$ cat src/rtl/seq_adder.sv
// Digit-serial adder/subtractor: adds DIGIT bits per clock over WIDTH/DIGIT
// cycles and reports sum, carry-out and signed overflow with a done pulse.
module seq_adder #(
   parameter int WIDTH = 16,
   parameter int DIGIT = 4
) (
   input  logic             clk,
   input  logic             rst,
   input  logic             start,
   input  logic             sub,
   input  logic [WIDTH-1:0] A,
   input  logic [WIDTH-1:0] B,
   input  logic             cin,
   output logic             busy,
   output logic             done,
   output logic [WIDTH-1:0] sum,
   output logic             carry,
   output logic             overflow
);

   localparam int N  = WIDTH / DIGIT;
   localparam int CW = (N > 1) ? $clog2(N) : 1;

   typedef enum logic {IDLE, RUN} state_t;

   state_t           state;
   logic [WIDTH-1:0] a_r;
   logic [WIDTH-1:0] b_r;
   logic             c_r;
   logic [CW-1:0]    cnt;
   logic [DIGIT:0]   dsum;
   logic [WIDTH-1:0] res_nxt;
   logic             msb_cin;
   logic             last;

   // Digit adder on the low operand bits; carry into the top bit of the digit
   // is recovered as a^b^s so it works for any DIGIT including 1.
   always_comb begin
      dsum    = {1'b0, a_r[DIGIT-1:0]} + {1'b0, b_r[DIGIT-1:0]} + {{DIGIT{1'b0}}, c_r};
      msb_cin = a_r[DIGIT-1] ^ b_r[DIGIT-1] ^ dsum[DIGIT-1];
      last    = (cnt == CW'(N - 1));
   end

   // Partial result holds only the N-1 completed digits; the final digit is
   // merged directly into the output on the completing edge.
   if (N > 1) begin : g_multi
      logic [WIDTH-DIGIT-1:0] res;

      // Result shift register, new digit enters at the top
      always_ff @(posedge clk) begin
         if (rst)
            res <= '0;
         else if (state == IDLE && start)
            res <= '0;
         else if (state == RUN)
            res <= res_nxt[WIDTH-1:DIGIT];
      end

      assign res_nxt = {dsum[DIGIT-1:0], res};
   end else begin : g_single
      assign res_nxt = dsum[DIGIT-1:0];
   end

   // Control FSM, operand/carry registers and registered outputs
   always_ff @(posedge clk) begin
      if (rst) begin
         state    <= IDLE;
         busy     <= 1'b0;
         done     <= 1'b0;
         sum      <= '0;
         carry    <= 1'b0;
         overflow <= 1'b0;
         a_r      <= '0;
         b_r      <= '0;
         c_r      <= 1'b0;
         cnt      <= '0;
      end else begin
         done <= 1'b0;
         case (state)
            IDLE: begin
               if (start) begin
                  a_r   <= A;
                  b_r   <= sub ? ~B : B;
                  c_r   <= sub ? 1'b1 : cin;
                  cnt   <= '0;
                  state <= RUN;
                  busy  <= 1'b1;
               end
            end
            RUN: begin
               a_r <= a_r >> DIGIT;
               b_r <= b_r >> DIGIT;
               c_r <= dsum[DIGIT];
               cnt <= cnt + CW'(1);
               if (last) begin
                  state    <= IDLE;
                  busy     <= 1'b0;
                  done     <= 1'b1;
                  sum      <= res_nxt;
                  carry    <= dsum[DIGIT];
                  overflow <= msb_cin ^ dsum[DIGIT];
               end
            end
            default: begin
               state <= IDLE;
               busy  <= 1'b0;
            end
         endcase
      end
   end

endmodule

$ cat config.mk
export PLATFORM = sky130hd
export DESIGN_NAME = seq_adder
export DESIGN_NICKNAME = d
export VERILOG_FILES = /design/src/rtl/seq_adder.sv
export SDC_FILE = /design/constraint.sdc
export NUM_CORES = 1
export LEC_CHECK = 0
export BUFFER_PORTS_ARGS = -buffer_cell sky130_fd_sc_hd__buf_4
export CORE_MARGIN = 2
export CORE_UTILIZATION = 40
export CTS_BUF_LIST = sky130_fd_sc_hd__clkbuf_4
export DETAILED_ROUTE_END_ITERATION = 8
export HOLD_SLACK_MARGIN = 0.15
export SKIP_CTS_REPAIR_TIMING = 1
export SLEW_MARGIN = 30
export SYNTH_ARGS = -nofsm -noshare
export SYNTH_HDL_FRONTEND = slang
export SYNTH_SLANG_ARGS = --single-unit
$ cat constraint.sdc
create_clock -name clk -period 1.73 [get_ports clk]
set_input_delay 0.2595 -clock clk [delete_from_list [all_inputs] [get_ports clk]]
set_output_delay 0.2595 -clock clk [all_outputs]
set_load 0.02 [all_outputs]
==> metrics.md, run 1 <==
| Metric | Value |
|---|---|
| Final Cell Area | `3642 um^2` |
| FFs w/ async S/R, synth | `0` |
| Worst IR Drop VDD | `around 0.31 mV` |
| Compound-Gate Fraction of Synth Area | `0.1597` |
| Num CTS Buffers | `9` |
| Nets | `410` |
| Synth cell types | `28` |
| Adder-Cell Fraction of Synth Area | `0.03151` |
| Initial core utilization | `0.4162` |
| Mapped Avg Cell Area | `between 9 and 10 um^2` |
| Crit-path max cell delay | `400 ps` |
| CP Data Required Time | `~2000 ps` |
| Worst R2R Path Depth | `7` |
| Gr ovfl total | `0` |
| Clock transition at the registers of the reported paths | `110 ps` |
| Dpl cell area | `about 3400 um^2` |
| Final Power | `3.552 mW` |
| Share of post-route cells with drive strength above 1 | `0.2608` |
| Register area share after synthesis | `0.4761` |
| WP buf/inv | `1` |
| Filler Cell Count | `650` |
| Min setup slack post-route | `-8.689 ps` |
| Die Ht | `88.54 um` |
| DRC | `0` |
| Initial antenna violation count | `0` |
| Leakage | `1.542 nW` |
| Failing checks | `negative setup slack` |
| Fmax | `575.1 MHz` |
| Die area | `about 8000 um^2` |
| Slew Limit Fails | `0` |
| Warnings, synthesis | `0` |
| FP Rows | `30` |
| Reg2Reg Setup Slack | `-9 ps` |
| Net Count, Synth | `350` |
| Crit path capture type | `flop` |
| Final setup viols | `1` |
| Reg2reg end | `overflow` |
| Critical Path End | `overflow` |
| RSZ-0062 raised after global routing | `yes` |
| Routed vias/inst | `between 4 and 5` |
| Synth-to-layout area growth | `27.40%` |
| Critical hold path startpoint | `B[13]` |
| Slew at the pin closest to its max-slew limit | `456.6 ps` |
| Sum of negative setup slack | `-8.689 ps` |
| Clock Path Buffers | `2` |
| Via count | `2241` |
| Hold Worst Slack | `144.2 ps` |
| Crit path max-delay family | `adder cells` |
| ANT cells | `0` |
| Slew headroom | `0.6956` |
| Die width | `88.54 um` |
| Crit-path cells | `inv_2 > fa_2 > fa_2 > nand2b_4 > a21oi_4 > xnor2_2 > o21ai_1` |
| CTS root buf | `clkbuf_4` |
| Status | `finished, violations left` |
| Post-synthesis register bit count | `between 60 and 70` |
| CP dominant cell by count | `fa_2` |
| Global-route usage over all layers | `0.1579` |
| Port Buffers | `56` |
| Vias in the first global route | `roughly 2100` |
| H-tree Lvls | `3` |
| Synth Area in Simple Gates | `0.1239` |
| Clock Latency Late Sink | `slightly below 400 ps` |
| CP Depth | `7` |
| Critical path data arrival time | `2030 ps` |
| Pin count of the biggest net entering global routing | `43` |
| Post-synth EDFFs | `0` |
| Maxcap violations | `0` |
| CP max-delay cell | `fa_2` |
| Start point of the critical path | `b_r[0]` |
| PwrDens | `975.2 nW/um^2` |
| Critical path class | `reg2reg` |
| Largest family of logic cells by synthesized area | `compound AO/OA/AOI/OAI gates` |
| Clock Skews | `9.722 ps` |
| Post-DP HPWL | `3.996 mm` |
| I/O pin cnt | `57` |
| Final Cycle Share | `1.005` |
| Post-route minimum period | `1739 ps` |
| Final wirelength | `around 5.7 mm` |
| Clock Sink Count | `68` |
| Total core area | `between 6000 and 7000 um^2` |
| Placed cells | `445` |
| Worst min path class | `in2reg` |
| Avg WL per Cell | `12.26 um` |
| Finished Layout Cells | `468` |
| Synthesized area | `2859 um^2` |
| Crit start category | `flop` |
| Pre-Repair DR Iteration Count | `4` |
| DR iter-0 viols | `56` |
| Crit-path max FO | `3` |
| Final Hold Vio Count | `0` |
| Detail Route Antenna Nets | `0` |
| Mux contribution to synthesized area | `0.08753` |
| Post-synthesis xor/xnor area fraction | `0.06127` |
| CTS tree | `built` |
| Main synth FF type | `dfxtp_1` |
| Final weighted congestion in routability-driven placement | `just over 0.8` |
| Synth Instances | `307` |
| Worst r2r src | `b_r[0]` |
| Global-route wire length before repair | `9.473 mm` |
==> stage by stage <==
step                      utilization  setup slack (ps)
after global routing           0.5302            -98.50
after detailed placement       0.4880            -49.76
final                          0.5302            -8.689
after global placement         0.4880            -30.10
after CTS                      0.5180            -71.59
after floorplan                     -             3.417
==> how the worst min path moves through the flow <==
stage                     cells past startpoint      end  slack [ps]
after floorplan                               2  a_r[12]         410
after global placement                        2  sum[15]         450
after detailed placement                      2  sum[15]         460
after CTS                                     3  a_r[14]          60
after global routing                          3  b_r[13]         160
final                                         3  b_r[13]         140
==> synthesized netlist by cell type (2+ instances only) <==
cell type / instances / area [um^2]
nor2_1: 74 / 277.8
dfxtp_1: 68 / 1361
a21oi_1: 29 / 145.1
mux2i_1: 25 / 250.2
xnor2_1: 20 / 175.2
a211oi_1: 19 / 142.6
a22o_1: 14 / 122.6
buf_2: 13 / 65.06
nand2_1: 6 / 22.52
inv_1: 5 / 18.77
clkbuf_1: 4 / 15.01
ha_1: 4 / 50.05
o21ai_0: 4 / 20.02
buf_4: 3 / 22.52
nand2b_1: 3 / 18.77
buf_6: 2 / 22.52
fa_1: 2 / 40.04
o21a_1: 2 / 15.01
==> power breakdown <==
part | internal (mW) | total (mW) | leakage (nW) | switching, mW
clock network | 0.875 | 1.44 | 0.110 | 0.563
registers | 1.63 | 1.67 | 0.556 | 0.0415
logic | 0.218 | 0.440 | 0.876 | 0.222
total | 2.73 | 3.55 | 1.54 | 0.827
==> flip-flops by register name (all words and copies together) (netlist names), 2 cells and up <==
| signal | cells |
|---|---|
| a_r | 16 |
| b_r | 16 |
| sum | 16 |
| g_multi.res | 12 |
| cnt | 2 |
==> cells in the final DEF, fill, tap and decap left out <==
cell type / n
nand2b_4: 1
buf_4: 66
dfxtp_2: 4
nor2_1: 74
a22o_1: 14
clkinv_2: 2
xnor2_1: 19
dlygate4sd3_1: 7
o21ai_0: 3
clkbuf_4: 9
a21oi_1: 27
or2_4: 1
o21a_1: 2
nor2b_1: 1
or2_2: 1
nand2b_1: 2
a211oi_1: 19
mux2i_1: 25
o22ai_1: 1
a21oi_4: 1
nor3b_1: 1
xnor2_2: 1
inv_2: 3
a21oi_2: 1
nand2_1: 6
or2_1: 1
clkinv_4: 1
bufinv_16: 4
dfxtp_1: 64
ha_1: 4
inv_1: 3
o21ai_1: 2
fa_2: 2
==> area by class of cell <==
class | count | area (um^2) | area share
sequential | 68 | 1366 | 0.3751
multi-input combinational | 209 | 1361 | 0.3738
timing repair buffer | 73 | 565.5 | 0.1553
clock inverter | 7 | 138.9 | 0.03813
tap | 96 | 120.1 | 0.03298
clock buffer | 9 | 67.56 | 0.01855
inverter | 6 | 22.52 | 0.006183
==> logic make-up (layout without fill, tap and decap cells) <==
kind of cell             count (synthesis)  after routing
flip-flops                              68             68
XOR/XNOR                                20             20
multiplexers                            25             25
AO/OA/AOI/OAI                           70             70
AND/OR/NAND/NOR                         88             88
adder cells (fa/ha/maj)                  6              6
buffers and inverters                   30             95
==> worst min-delay path: cells and delay by family <==
family                 cells  cell delay [ps]
XOR/XNOR                   1              100
buffers and inverters      1               80
AO/OA/AOI/OAI              1               60
==> metal layers <==
metal | vias to the layer above | routed length (um) | GRT usage | part of all wire
li1 | 1166 | - | - | -
met1 | 999 | 2689 | 0.1856 | 0.47
met2 | 61 | 2642 | 0.2673 | 0.46
met3 | 15 | 242 | 0.03638 | 0.042
met4 | 0 | 164 | 0.08402 | 0.029
met5 | - | 0 | 0 | 0
Note: power is estimated with default switching activity, not from simulation.
==> run 2: changes to the inputs <==
- CELL_PAD_IN_SITES_DETAIL_PLACEMENT: unset -> 1
- CELL_PAD_IN_SITES_GLOBAL_PLACEMENT: unset -> 1
- CORE_UTILIZATION: 40 -> 39
- PLACE_DENSITY_LB_ADDON: unset -> 0.1
==> run 2 against run 1 <==
  * The run still ends with negative setup slack left
  * Critical path type unchanged
  * Clock skew increased by 4.7 ps
  * Utilization decreased by 2.0 points
  * First-iteration DRC count decreased by 16%
  * Sequential share of layout area decreased by 0.17 points
  * Non-clock buffer count increased by 1
  * Sequential cell count unchanged
  * Power increased by 0.34%
  * Worst setup slack got worse by 50 ps
  * Fmax decreased by 2.8%
  * Hold slack improved by 69 ps
==> metrics.md, run 2 (same netlist as run 1, synthesis figures left out) <==
| Metric | Value |
|---|---|
| Status | `finished, violations left (unchanged)` |
| Failing checks | `negative setup slack (unchanged)` |
| Critical path class | `reg2reg (unchanged)` |
| Final Cell Area | `3659 um^2 (was 3642 um^2)` |
| Port Buffers | `56 (unchanged)` |
| CTS tree | `built (unchanged)` |
| Routed vias/inst | `4.818 (was 4.788)` |
| Crit-path max FO | `3 (unchanged)` |
| Final Cycle Share | `1.034 (was 1.005)` |
| Post-DP HPWL | `4.504 mm (was 3.996 mm)` |
| Avg WL per Cell | `13.71 um (was 12.26 um)` |
| Crit start category | `flop (unchanged)` |
| Clock Sink Count | `68 (unchanged)` |
| CP Data Required Time | `2030 ps (was 2020 ps)` |
| Slew at the pin closest to its max-slew limit | `458.6 ps (was 456.6 ps)` |
| DP Worst Slack | `-73.58 ps (was -49.76 ps)` |
| Crit path capture type | `flop (unchanged)` |
| Clock Path Buffers | `2 (unchanged)` |
| Commonest cells after routing, fill and taps aside | `nor2_1, buf_4, dfxtp_1 (unchanged)` |
| Die width | `89.62 um (was 88.54 um)` |
| Final setup viols | `2 (was 1)` |
| CTS root buf | `clkbuf_4 (unchanged)` |
| Filler Cell Count | `830 (was 650)` |
| Sum of negative setup slack | `-64.94 ps (was -8.689 ps)` |
| Global-route wire length before repair | `10.47 mm (was 9.473 mm)` |
| Dpl cell area | `3348 um^2 (was 3352 um^2)` |
| Slew headroom | `0.6943 (was 0.6956)` |
| Num CTS Buffers | `9 (unchanged)` |
| Total core area | `7176 um^2 (was 6869 um^2)` |
| RSZ-0062 raised after global routing | `yes (unchanged)` |
| Utilization after layout | `0.5099 (was 0.5302)` |
| Post-route minimum period | `1789 ps (was 1739 ps)` |
| Die Ht | `89.62 um (was 88.54 um)` |
| Leakage | `1.535 nW (was 1.542 nW)` |
| Commonest non-fill, non-tap cell in the layout | `nor2_1 (unchanged)` |
| Clock Latency Late Sink | `410 ps (was 390 ps)` |
| Maxcap violations | `0 (unchanged)` |
| Pre-Repair DR Iteration Count | `4 (unchanged)` |
| H-tree Lvls | `3 (unchanged)` |
| Largest regs | `a_r: 16 flops, b_r: 16 flops, sum: 16 flops (unchanged)` |
| Worst IR Drop VDD | `0.4068 mV (was 0.3136 mV)` |
| Gr ovfl total | `0 (unchanged)` |
| Critical path data arrival time | `2090 ps (was 2030 ps)` |
| Min setup slack post-route | `-59.16 ps (was -8.689 ps)` |
| Nets | `411 (was 410)` |
| Synth-to-layout area growth | `27.97% (was 27.40%)` |
| Slew Limit Fails | `0 (unchanged)` |
| DRC | `0 (unchanged)` |
| Initial antenna violation count | `0 (unchanged)` |
| Share of post-route cells with drive strength above 1 | `0.2547 (was 0.2608)` |
| I/O pin cnt | `57 (unchanged)` |
| DR iter-0 viols | `47 (was 56)` |
| Final weighted congestion in routability-driven placement | `0.7219 (was 0.8179)` |
| Fmax | `558.9 MHz (was 575.1 MHz)` |
| Detail Route Antenna Nets | `0 (unchanged)` |
| FP Rows | `31 (was 30)` |
| Global-route usage over all layers | `0.1716 (was 0.1579)` |
| Final wirelength | `6.473 mm (was 5.738 mm)` |
| Via count | `2274 (was 2241)` |
| Final Hold Vio Count | `0 (unchanged)` |
| ANT cells | `0 (unchanged)` |
| Worst min path class | `in2reg (unchanged)` |
| Die area | `8032 um^2 (was 7839 um^2)` |
| Clock Skews | `14.46 ps (was 9.722 ps)` |
| Pin count of the biggest net entering global routing | `40 (was 43)` |
| Clock transition at the registers of the reported paths | `120 ps (was 110 ps)` |
| Vias in the first global route | `2192 (was 2085)` |
| Initial core utilization | `0.3984 (was 0.4162)` |
| PwrDens | `974.2 nW/um^2 (was 975.2 nW/um^2)` |
## run 2: cell count changes in the layout (fill, tap and decap cells not counted), sizes merged
cell / change
buf: -1
clkinv: -2
dlygate4sd3: +2
clkinvlp: +2
## run 2: worst max-delay path, cell delays in order, from the launching register on
cell	delay [ps]
dfxtp_2	350
inv_2	40
fa_2	400
fa_2	350
nand2b_4	150
a21oi_4	170
xnor2_2	130
o21ai_1	100
## run 2: layout make-up
type,instances,area (um^2),share of cell area
Sequential cell,68,1366,0.3735
Multi-Input combinational cell,209,1361,0.3721
Timing Repair Buffer,74,578.1,0.1580
Clock inverter,7,138.9,0.03796
Tap cell,99,123.9,0.03386
Clock buffer,9,67.56,0.01847
Inverter,6,22.52,0.006156
## run 2: final timing paths
path | from | end | slack [ps] | cells after the start
min reg2reg | busy | busy | 480 | 1
max reg2reg | a_r[0] | overflow | -60 | 7
min | A[10] | a_r[10] | 210 | 5
max | a_r[0] | overflow | -60 | 7
## run 2: routing by layer
layer	part of all wire	vias to the layer above	routed length, um	global-route usage
met2	0.51	41	3280	0.2955
met5	0	-	0	0
met1	0.45	1058	2929	0.2068
met3	0.031	8	201	0.04662
met4	0.0096	0	62	0.05699
li1	-	1167	-	-
## run 2: through the flow
step	power, mW	hold WS (ps)	cells
5_1_grt	3.743	225.2	472
4_1_cts	3.602	34.84	463
3_3_place_gp	2.135	448.1	447
3_5_place_dp	2.145	457.1	447
2_1_floorplan	2.006	406.7	307
6_report	3.564	213.5	472
## run 2: power breakdown
group	internal (mW)	switching [mW]	total [mW]
clock network	0.872	0.573	1.44
registers	1.63	0.0398	1.67
logic	0.218	0.229	0.448
total	2.72	0.842	3.56
==> run 3: changes to the inputs <==
- CORE_UTILIZATION: 39 -> 35
- CTS_BUF_LIST: sky130_fd_sc_hd__clkbuf_4 -> sky130_fd_sc_hd__clkbuf_8
==> run 3 against run 2 <==
  * Sequential cell count did not move
  * Critical path type unchanged
  * Highest routed layer unchanged
  * Hold slack got worse by 55 ps
  * Fmax rose by 3.5%
  * Register-to-register slack improved by 60 ps
  * The run now ends clean
==> metrics.md, run 3 (same netlist as run 1, synthesis figures left out) <==
| Metric | Value |
|---|---|
| Status | `complete, no violations (was finished, violations left)` |
| Slew headroom | `0.6845 (was 0.6943)` |
| Port Buffers | `56 (unchanged)` |
| Start point of the critical path | `b_r[0] (was a_r[0])` |
| FP Rows | `32 (was 31)` |
| Num CTS Buffers | `9 (unchanged)` |
| Critical path data arrival time | `1960 ps (was 2090 ps)` |
| Sum of negative setup slack | `0 ps (was -64.94 ps)` |
| Worst R2R Path Depth | `7 (unchanged)` |
| Clock Sink Count | `68 (unchanged)` |
| Gr ovfl total | `0 (unchanged)` |
| Endpoint, Worst Hold | `a_r[12] (was a_r[10])` |
| Die Ht | `94.38 um (was 89.62 um)` |
| DRC | `0 (unchanged)` |
| Largest regs | `a_r: 16 flops, b_r: 16 flops, sum: 16 flops (unchanged)` |
| Worst IR Drop VDD | `0.3549 mV (was 0.4068 mV)` |
| Detail Route Antenna Nets | `0 (unchanged)` |
| CP max-delay cell | `fa_2 (unchanged)` |
| Seq. cell area | `1365 um^2 (was 1366 um^2)` |
| DR iter-0 viols | `76 (was 47)` |
| Via count | `2240 (was 2274)` |
| Filler Cell Count | `918 (was 830)` |
| Worst r2r src | `b_r[0] (was a_r[0])` |
| PwrDens | `960.7 nW/um^2 (was 974.2 nW/um^2)` |
| Global-route usage over all layers | `0.1524 (was 0.1716)` |
| Reg2reg end | `overflow (unchanged)` |
| Final Cycle Share | `0.9994 (was 1.034)` |
| WP buf/inv | `1 (unchanged)` |
| CTS tree | `built (unchanged)` |
| CTS root buf | `clkbuf_8 (was clkbuf_4)` |
| Avg WL per Cell | `13.94 um (was 13.71 um)` |
| Critical path class | `reg2reg (unchanged)` |
| RSZ-0062 raised after global routing | `yes (unchanged)` |
| Min setup slack post-route | `1.013 ps (was -59.16 ps)` |
| Critical hold path startpoint | `A[12] (was A[10])` |
| Maxcap violations | `0 (unchanged)` |
| Final wirelength | `6.466 mm (was 6.473 mm)` |
| Slew at the pin closest to its max-slew limit | `473.3 ps (was 458.6 ps)` |
| I/O pin cnt | `57 (unchanged)` |
| Synth-to-layout area growth | `23.94% (was 27.97%)` |
| Slew Limit Fails | `0 (unchanged)` |
| Routed vias/inst | `4.828 (was 4.818)` |
| H-tree Lvls | `3 (unchanged)` |
| Final Cell Area | `3543 um^2 (was 3659 um^2)` |
| Die area | `8908 um^2 (was 8032 um^2)` |
| Pre-Repair DR Iteration Count | `4 (unchanged)` |
| Clock Latency Late Sink | `340 ps (was 410 ps)` |
| Crit-path max FO | `3 (unchanged)` |
| ANT cells | `0 (unchanged)` |
| Nets | `402 (was 411)` |
| Commonest non-fill, non-tap cell in the layout | `nor2_1 (unchanged)` |
| Pin count of the biggest net entering global routing | `32 (was 40)` |
| Hold Path Depth | `3 (was 5)` |
| Crit-path cells | `inv_2 > fa_2 > fa_2 > nand2b_4 > a21oi_4 > xnor2_1 > o21ai_1 (was inv_2 > fa_2 > fa_2 > nand2b_4 > a21oi_4 > xnor2_2 > o21ai_1)` |
| Final Power | `3.404 mW (was 3.564 mW)` |
| Total core area | `7807 um^2 (was 7176 um^2)` |
| Reg2Reg Setup Slack | `1 ps (was -60 ps)` |
| Global-route wire length before repair | `10.56 mm (was 10.47 mm)` |
| DP Worst Slack | `-68.83 ps (was -73.58 ps)` |
| Crit path max-delay family | `adder cells (unchanged)` |
| CP dominant cell by count | `fa_2 (unchanged)` |
| Fmax | `578.4 MHz (was 558.9 MHz)` |
| Vias in the first global route | `2155 (was 2192)` |
| CP Data Required Time | `1970 ps (was 2030 ps)` |
| Commonest cells after routing, fill and taps aside | `nor2_1, dfxtp_1, buf_4 (was nor2_1, buf_4, dfxtp_1)` |
| Final Hold Vio Count | `0 (unchanged)` |
| Leakage | `1.498 nW (was 1.535 nW)` |
| Die width | `94.38 um (was 89.62 um)` |
| Final weighted congestion in routability-driven placement | `0.6569 (was 0.7219)` |
| Share of post-route cells with drive strength above 1 | `0.2486 (was 0.2547)` |
| Crit path capture type | `flop (unchanged)` |
| Crit-path max cell delay | `390 ps (was 400 ps)` |
| Post-route minimum period | `1729 ps (was 1789 ps)` |
| Final setup viols | `0 (was 2)` |
| Post-DP HPWL | `4.471 mm (was 4.504 mm)` |
| Worst min path class | `in2reg (unchanged)` |
| Dpl cell area | `3344 um^2 (was 3348 um^2)` |
| Clock Path Buffers | `2 (unchanged)` |
| Crit start category | `flop (unchanged)` |
| Multi-input gate area | `1350 um^2 (was 1361 um^2)` |
| Clock Skews | `8.349 ps (was 14.46 ps)` |
| Clock transition at the registers of the reported paths | `70 ps (was 120 ps)` |
| Initial antenna violation count | `0 (unchanged)` |
| Initial core utilization | `0.3662 (was 0.3984)` |
## run 3: cell types whose count changed in the layout (fill, tap and decap cells not counted), moves of 2 or more
| cell | previous run | this run |
|---|---|---|
| clkinvlp_4 | 2 | 0 |
| clkbuf_8 | 0 | 11 |
| bufinv_16 | 4 | 1 |
| clkbuf_4 | 9 | 0 |
| dlygate4sd3_1 | 9 | 0 |
## run 3: stage by stage
stage          std cells    util  hold slack [ps]
2_1_floorplan        307       -            406.7
3_3_place_gp         449  0.4284            445.2
3_5_place_dp         449  0.4284            454.7
4_1_cts              463  0.4527            144.1
5_1_grt              464  0.4538            151.0
6_report             464  0.4538            158.4
## run 3: how the worst max path moves through the flow
stage,to,cells after the start
final,overflow,7
after detailed placement,overflow,7
after CTS,overflow,7
after floorplan,overflow,7
after global placement,overflow,7
after global routing,overflow,7
## run 3: area by class of cell
cell class | count | area share
inverter | 6 | 0.006356
sequential | 68 | 0.3852
clock inverter | 3 | 0.01095
multi-input combinational | 209 | 0.3810
tap | 102 | 0.03602
clock buffer | 11 | 0.04273
timing repair buffer | 65 | 0.1377
## run 3: report_power, final
part           total, mW  internal [mW]  switching, mW
Sequential          1.67           1.63         0.0412
Combinational      0.428          0.204          0.224
Clock               1.30          0.722          0.582
Total               3.40           2.56          0.847
## run 3: worst reg2reg max path, cell delays in order, from the launching register on
cell	delay, ps
dfxtp_2	340
inv_2	40
fa_2	390
fa_2	350
nand2b_4	150
a21oi_4	150
xnor2_1	130
o21ai_1	70
## run 3: routing by layer
metal  track usage  up-vias  share of wire
li1              -     1137              -
met1        0.1875     1057           0.46
met2        0.2560       38           0.48
met3       0.03272        8          0.039
met4       0.06884        0          0.016
met5             0        -              0
